### src/rtl/wam_game_fsm.sv
// Whack-a-mole game-session controller: restart, ready countdown, play and game over.
// Scores keypad hits against the lit light and applies the points, timed and lives end rules.
module wam_game_fsm #(
  parameter int N_LIGHTS        = 9,
  parameter int SCORE_W         = 7,
  parameter int TICK_MAX        = 50_000_000,
  parameter int READY_SECS      = 5,
  parameter int TIME_SECS       = 60,
  parameter int LIVES           = 3,
  parameter int MAX_HITS_NORMAL = 25,
  parameter int MAX_HITS_EXT    = 50,
  localparam int IW             = (N_LIGHTS > 1) ? $clog2(N_LIGHTS) : 1
) (
  input  logic               CLOCK_50,
  input  logic               reset,
  input  logic               start,
  input  logic [1:0]         mode,
  input  logic               ext,
  input  logic               light_new,
  input  logic               light_expire,
  input  logic [IW-1:0]      light_pos,
  input  logic               key_valid,
  input  logic [IW-1:0]      key_idx,
  output logic [2:0]         state,
  output logic [SCORE_W-1:0] score,
  output logic [SCORE_W-1:0] misses,
  output logic [2:0]         lives_left,
  output logic [6:0]         time_left,
  output logic [3:0]         ready_left,
  output logic               flick_en,
  output logic               clear_n,
  output logic               hit,
  output logic               game_over
);
  localparam logic [2:0] S_IDLE    = 3'd0;
  localparam logic [2:0] S_READY   = 3'd1;
  localparam logic [2:0] S_PLAY    = 3'd2;
  localparam logic [2:0] S_OVER    = 3'd3;
  localparam logic [2:0] S_RESTART = 3'd4;
  localparam logic [1:0] M_TIMED   = 2'b01;
  localparam logic [1:0] M_LIVES   = 2'b10;
  localparam int DIV_W = (TICK_MAX > 1) ? $clog2(TICK_MAX) : 1;
  localparam logic [DIV_W-1:0] DIV_LAST = DIV_W'(TICK_MAX - 1);

  logic [2:0]         state_q, state_d;
  logic [1:0]         mode_q, mode_d;
  logic               ext_q, ext_d;
  logic [DIV_W-1:0]   div_q, div_d;
  logic [SCORE_W-1:0] score_q, score_d, misses_q, misses_d, done_q, done_d;
  logic [2:0]         lives_q, lives_d;
  logic [6:0]         time_q, time_d;
  logic [3:0]         ready_q, ready_d;
  logic               active_q, active_d, lock_q, lock_d, hit_q, hit_d;
  logic               tick, timed_mode, lives_mode, points_mode;
  logic               hit_ev, wrong_ev, miss_ev;
  logic [31:0]        max_hits;

  function automatic logic [SCORE_W-1:0] sat_inc(input logic [SCORE_W-1:0] v);
    return (&v) ? v : v + SCORE_W'(1);
  endfunction

  assign tick        = (div_q == DIV_LAST);
  assign timed_mode  = (mode_q == M_TIMED);
  assign lives_mode  = (mode_q == M_LIVES);
  assign points_mode = !timed_mode && !lives_mode;
  assign max_hits    = ext_q ? 32'(MAX_HITS_EXT) : 32'(MAX_HITS_NORMAL);

  // A hit wins over a same-cycle expiry; a wrong key and an expiry together cost one life.
  assign hit_ev   = key_valid && (key_idx == light_pos) && active_q && !lock_q;
  assign wrong_ev = key_valid && !hit_ev;
  assign miss_ev  = light_expire && !lock_q && !hit_ev;

  always_comb begin
    state_d  = state_q;
    mode_d   = mode_q;
    ext_d    = ext_q;
    div_d    = '0;
    score_d  = score_q;
    misses_d = misses_q;
    done_d   = done_q;
    lives_d  = lives_q;
    time_d   = time_q;
    ready_d  = ready_q;
    active_d = active_q;
    lock_d   = lock_q;
    hit_d    = 1'b0;
    if (start) begin
      state_d = S_RESTART;
    end else begin
      case (state_q)
        S_IDLE, S_OVER: ;
        S_RESTART: begin
          mode_d   = mode;
          ext_d    = ext;
          score_d  = '0;
          misses_d = '0;
          done_d   = '0;
          active_d = 1'b0;
          lock_d   = 1'b0;
          ready_d  = 4'(READY_SECS);
          lives_d  = 3'(LIVES);
          time_d   = 7'(TIME_SECS);
          state_d  = S_READY;
        end
        S_READY: begin
          div_d = tick ? '0 : div_q + DIV_W'(1);
          if (tick) begin
            ready_d = ready_q - 4'd1;
            if (ready_q == 4'd1) state_d = S_PLAY;
          end
        end
        S_PLAY: begin
          div_d = tick ? '0 : div_q + DIV_W'(1);
          if (hit_ev) begin
            score_d = sat_inc(score_q);
            done_d  = sat_inc(done_q);
            lock_d  = 1'b1;
            hit_d   = 1'b1;
          end else if (miss_ev) begin
            misses_d = sat_inc(misses_q);
            done_d   = sat_inc(done_q);
          end
          if (lives_mode && (wrong_ev || miss_ev) && lives_q != 3'd0) lives_d = lives_q - 3'd1;
          if (timed_mode && tick && time_q != 7'd0) time_d = time_q - 7'd1;
          if (light_expire) active_d = 1'b0;
          if (light_new) begin
            active_d = 1'b1;
            lock_d   = 1'b0;
          end
          if ((points_mode && 32'(done_d) == max_hits) ||
              (timed_mode && tick && time_q == 7'd1) ||
              (lives_mode && lives_d == 3'd0))
            state_d = S_OVER;
        end
        default: state_d = S_IDLE;
      endcase
    end
  end

  always_ff @(posedge CLOCK_50 or negedge reset) begin
    if (!reset) begin
      state_q  <= S_IDLE;
      mode_q   <= 2'b00;
      ext_q    <= 1'b0;
      div_q    <= '0;
      score_q  <= '0;
      misses_q <= '0;
      done_q   <= '0;
      lives_q  <= 3'd0;
      time_q   <= 7'd0;
      ready_q  <= 4'd0;
      active_q <= 1'b0;
      lock_q   <= 1'b0;
      hit_q    <= 1'b0;
    end else begin
      state_q  <= state_d;
      mode_q   <= mode_d;
      ext_q    <= ext_d;
      div_q    <= div_d;
      score_q  <= score_d;
      misses_q <= misses_d;
      done_q   <= done_d;
      lives_q  <= lives_d;
      time_q   <= time_d;
      ready_q  <= ready_d;
      active_q <= active_d;
      lock_q   <= lock_d;
      hit_q    <= hit_d;
    end
  end

  assign state      = state_q;
  assign score      = score_q;
  assign misses     = misses_q;
  assign lives_left = lives_q;
  assign time_left  = time_q;
  assign ready_left = ready_q;
  assign flick_en   = (state_q == S_PLAY);
  assign clear_n    = (state_q != S_RESTART);
  assign hit        = hit_q;
  assign game_over  = (state_q == S_OVER);
endmodule

### config.mk
export PLATFORM = sky130hd
export DESIGN_NAME = wam_game_fsm
export DESIGN_NICKNAME = d
export VERILOG_FILES = /design/src/rtl/wam_game_fsm.sv
export SDC_FILE = /design/constraint.sdc
export NUM_CORES = 1
export LEC_CHECK = 0
export CORE_MARGIN = 5
export CORE_UTILIZATION = 50
export DETAILED_ROUTE_END_ITERATION = 7
export PLACE_DENSITY_LB_ADDON = 0.08
export SLEW_MARGIN = 20
export SYNTH_ARGS = -nofsm -noshare
export SYNTH_HDL_FRONTEND = slang
export SYNTH_SLANG_ARGS = --single-unit
### constraint.sdc
create_clock -name CLOCK_50 -period 2.5 [get_ports CLOCK_50]
set_input_delay 0.5 -clock CLOCK_50 [delete_from_list [all_inputs] [get_ports CLOCK_50]]
set_output_delay 0.5 -clock CLOCK_50 [all_outputs]
set_load 0.02 [all_outputs]
# After elaboration in Yosys (flattened, before gate mapping)
# Index checks and enable logic that the tools add are counted.
[totals]
register_bits = 70
in_bits = 17
elab_cells = 126
[classes]
addsub = 7
n_eq_ne = 25
n_mux = 39
bitwise_logic = 1
n_reduce_logical = 41
[ops]
columns = ["cell", "count"]
rows = [
  ["2-to-1 mux 26 bit", 3],
  ["2-to-1 mux 7 bit", 11],
  ["case mux 7 bit (2 select lines)", 4],
  ["adder 26 x 1 -> 26 bit (second input constant)", 1],
  ["== test 26 bit (second input constant)", 1],
  ["adder 7 x 1 -> 7 bit (second input constant)", 3],
  ["2-to-1 mux 3 bit", 7],
  ["AND reduction 7 bit", 3],
  ["logical AND 1 bit", 14],
  ["inequality test 3 bit (second input constant)", 4],
  ["case mux 3 bit (4 select lines)", 1],
  ["AND reduction 3 bit", 4],
  ["inequality test 2 bit (second input constant)", 5],
  ["case mux 4 bit (2 select lines)", 1],
  ["AND reduction 4 bit", 2],
  ["== test 7 x 1 -> 1 bit (second input constant)", 1],
  ["== test 7 x 6 -> 1 bit", 1],
  ["2-to-1 mux 1 bit", 7],
  ["nonzero test 7 bit", 1],
  ["subtractor 7 x 1 -> 7 bit (second input constant)", 1],
  ["== test 3 x 2 -> 1 bit (second input constant)", 2],
  ["logical NOT 3 bit", 2],
  ["2-to-1 mux 6 bit", 1],
  ["inequality test 2 x 1 -> 1 bit (second input constant)", 3],
  ["other kinds (20)", 30],
]

# Depth between registers and ports, before layout
[depth]
depth_word = 18
mapped_depth = 9

# Least setup slack after synthesis
# Ideal clock, no wire load.
[synth_timing]
kind = "register to register"
startpoint = "reg div_q[16]"
endpoint = "reg ready_q[2] (netlist: ready_left[2])"
setup_ns = 0.134
t_arrival_ns = 2.499
slack_ns = -0.133
path_stages_with_launch = 8
period_less_slack_ns = 2.633
cell_sequence = "dfrtp_1 -> or4b_1 -> or4b_4 -> or4_4 -> nor3_4 -> nand2_1 -> xor2_1 -> nand2_1"
[synth_via]
elab_chain_cells = 3
[synth_rtl]
columns = ["item", "line_no", "rtl"]
rows = [
  ["start: declaration", "48", "logic [DIV_W-1:0] div_q, div_d;"],
  ["start signal: assignment", "159", "div_q <= div_d;"],
  ["== test 26 bit", "62", "assign tick = (div_q == DIV_LAST);"],
  ["inequality test 2 bit (no line)", "--", ""],
  ["AND reduction 3 bit (no line)", "--", ""],
  ["end signal: assignment", "165", "ready_q <= ready_d;"],
  ["end: declaration", "52", "logic [3:0] ready_q, ready_d;"],
]
# No other way between the ends.
# A chain may end at the register's enable or synchronous reset.

# Worst setup path after layout
[layout_timing]
startpoint = "reg div_q[18]"
endpoint = "reg ready_q[1] (netlist: ready_left[1])"
# Same word-level chain as after synthesis.

==> impl_metrics.toml <==
[final_layout]
drive_above_1_share_pct = 14.31
synthToLayoutAreaGrowth_pct = 31.23
n_antenna_cell = 0
nets = 527
fill_cells = 619
design_area_um2 = 4959
stdcell_count = 602

[worst_setup_path]
endpoint_kind = "flip-flop"
critical_path_class = "flip-flop to flip-flop"
arrival_ns = 2.78
critical_path_depth = 6
slowest_stage = "or4b_4"
required_ns = 2.77
rr_worst_depth = 6
path_common_cell = "or4b_4"
crit_start = "div_q[18]"
crit_buf_inv = 1
critPathTopFamily = "simple AND/OR/NAND/NOR gates"
crit_chain = "or4b_4, or4b_4, or4_4, nor3_4, buf_6, mux2i_1"
cp_max_fo = 3
crit_path_max_incr_delay_ns = 0.53
r2r-start = "div_q[18]"
start_kind = "flip-flop"

[placement]
portBuffers = 51
pre_cts_ws_ns = -0.09171
place_inst = 584
dpl_cell_area_um2 = 4653
gp_congestion = 0.8952
dp.final_hpwl_um = 6822

[synth]
netlist_instances = 413
synth_ff_type = "dfrtp_1"
ys_types = 48
synth_top_family_by_area = "simple AND/OR/NAND/NOR gates"
ys_ff_latch = 70
synth_edf_count = 0
avgSynthCellArea_um2 = 9.149
synthMuxAreaShare_pct = 0.7947
synth-xor-area-share_pct = 10.20
syn_area_um2 = 3779
ys_warn_count = 0
synth_top_area_share_pct = 46.36
yosys.area.top_type = "dfrtp_1"
synth-compound-area-share_pct = 8.709
synth_fa_ha_area_share_pct = 3.974
yosys.area_share.simple_pct = 27.19
yosysSeqAreaShare_pct = 46.36
yosys-top-cells-count = "dfrtp_1 (70), nor2_1 (54), nand2_1 (46), nand3_1 (30)"
synthTopCellsByArea = "dfrtp_1 (46%), nor2_1 (5.4%), xnor2_1 (5.1%)"
syn_nets = 442
async_reset_ff_share_pct = 100.0
yosysMostFrequentCell = "dfrtp_1"

[timing]
hold_ws_ns = 0.1378
slew_headroom_pct = 61.62
fmax_mhz = 398.4
fin_ws_ns = -0.01004
worst-slew-pin-transition_ns = 0.5757
final-hold-violation-count = 0
skew_ns = 0.008791
setup_viol = 1
drv_slew = 0
rsz0062_at_grt = "true"
fin_crit_ns = 2.510
period_share_pct = 100.4

[global_routing]
first_global_vias = 3262
grt_pass1_wl_um = 15660
grt_remaining_overflow = 0
grt_max_degree = 26
antenna_found_initial = 0
globalRouteTotalUtil_pct = 20.37

[cts]
cts_buffer_depth = 2
cts_tree = "built"
clk_transition_reported_paths_ns = 0.07
clockRootBuffer = "clkbuf_8"
ctsHoldBuffers = 0
cts_buffers = 9
clk_latency_ns = 0.35
cts.sinks = 70
htree_num_levels = 3

[power_and_ir_drop]
p_int_uw = 1854
power_frac_comb_pct = 11.6
seqPwrFrac_pct = 48.2
peakVddDrop_mv = 0.3225
p_sw_share_pct = 25.46
clockPowerShare_pct = 40.2
switchingPower_uw = 633.2
p_per_area_nw_per_um2 = 501.6
power_leakage_uw = 0.002072

[die]
fp-row-count = 31
die_h_um = 96.93
dieArea_um2 = 9395
start_util_pct = 51.82
io_pins = 52
core_um2 = 7292
die_width_um = 96.93

[hold_path]
hold_path_class = "input port to async pin"

[detailed_routing]
drt_wl_total_um = 9238
post_drt_wl_per_cell_um = 15.35
dr.pass1.iters = 4
viasPerCell = 5.560
ant_nets = 0
first_iter_violations = 98
route.detailed.drc = 0
routed-via-count = 3347

[run]
max_cap_viol_count = 0

[status]
violations = "negative setup slack"
status = "complete, but fails checks"
==> placed cells by master (no fill, tap or decap), types with 4 or more instances in the layout <==
master and count:
and3_1 5, nand3_1 30, clkdlybuf4s50_1 49, o21ai_0 17, o31ai_1 6, and4_1 5, nor2_1 53, or3_1 6
nor3_1 10, ha_1 12, inv_1 15, buf_4 31, nand2_1 46, nand4_1 12, xnor2_1 22, nor4_1 4
dfrtp_1 70, clkbuf_8 9, xor2_1 21, a21oi_1 14
==> power groups by stage <==
| stage | clock (uW) | sequential [uW] | combinational (uW) |
|---|---|---|---|
| 2_1_floorplan | 0 | 1230 | 108 |
| 3_3_place_gp | 0 | 1220 | 280 |
| 3_5_place_dp | 0 | 1220 | 284 |
| 4_1_cts | 1030 | 1200 | 289 |
| 5_1_grt | 1070 | 1210 | 314 |
| 6_report | 999 | 1200 | 288 |
==> timing repair <==
action,4_1_cts,5_1_grt
resized for setup,4,13
setup endpoints to repair,8,37
pin swaps,8,7
buffers inserted,2,0
cloned,0,0
==> sequential cells by signal (all words and copies together), names as in the netlist <==
| register | cells |
|---|---|
| div_q | 26 |
| done_q | 7 |
| misses | 7 |
| score | 7 |
| time_left | 7 |
| ready_left | 4 |
| lives_left | 3 |
| state | 3 |
| mode_q | 2 |
| active_q | 1 |
| ext_q | 1 |
| hit | 1 |
| lock_q | 1 |
==> per-stage QoR <==
step / util [%] / power [uW] / TNS, ns
global route: 68.00 / 2593 / -1.081
finish: 68.00 / 2487 / -0.01004
global placement: 63.81 / 1497 / -0.04744
floorplan: - / 1343 / -0.0005735
detailed placement: 63.81 / 1502 / -0.1776
CTS: 67.24 / 2515 / -0.3049
==> final timing paths <==
kind                                  to  slack (ns)
setup / recovery           ready_left[1]       -0.01
hold / removal             lives_left[2]        0.14
setup reg to reg           ready_left[1]       -0.01
hold reg to reg                 div_q[0]        0.51
max in group asynchronous       div_q[3]        1.76
min in group CLOCK_50           div_q[0]        0.51
==> per-layer routing <==
metal  GRT usage (%)  routed length, um  up-vias
met5               0                  0        -
met4           9.395                281        0
met3           5.252                389       26
met2           33.65               4381       88
met1           24.91               4185     1615
li1                -                  -     1618
==> logic make-up (layout without fill, tap and decap cells) <==
logic type / after synthesis / count (layout)
AOI/OAI and AO/OA: 55 / 55
and+or+nand+nor: 202 / 202
xor gates and xnor gates: 44 / 44
DFF: 70 / 70
buffers and inverters: 27 / 117
muxes: 3 / 3
adders and majority gates: 12 / 12
==> area by class of cell <==
type / count / area (um2) / area share (%)
inverters: 15 / 56.30 / 1.136
repair buffers: 86 / 803.3 / 16.20
clock inverters: 6 / 86.33 / 1.741
multi-input cells: 316 / 2009 / 40.52
clock buffers: 10 / 127.6 / 2.574
flip-flops and latches: 70 / 1752 / 35.33
well taps: 99 / 123.9 / 2.498
Note: power is estimated with default switching activity, not from simulation.
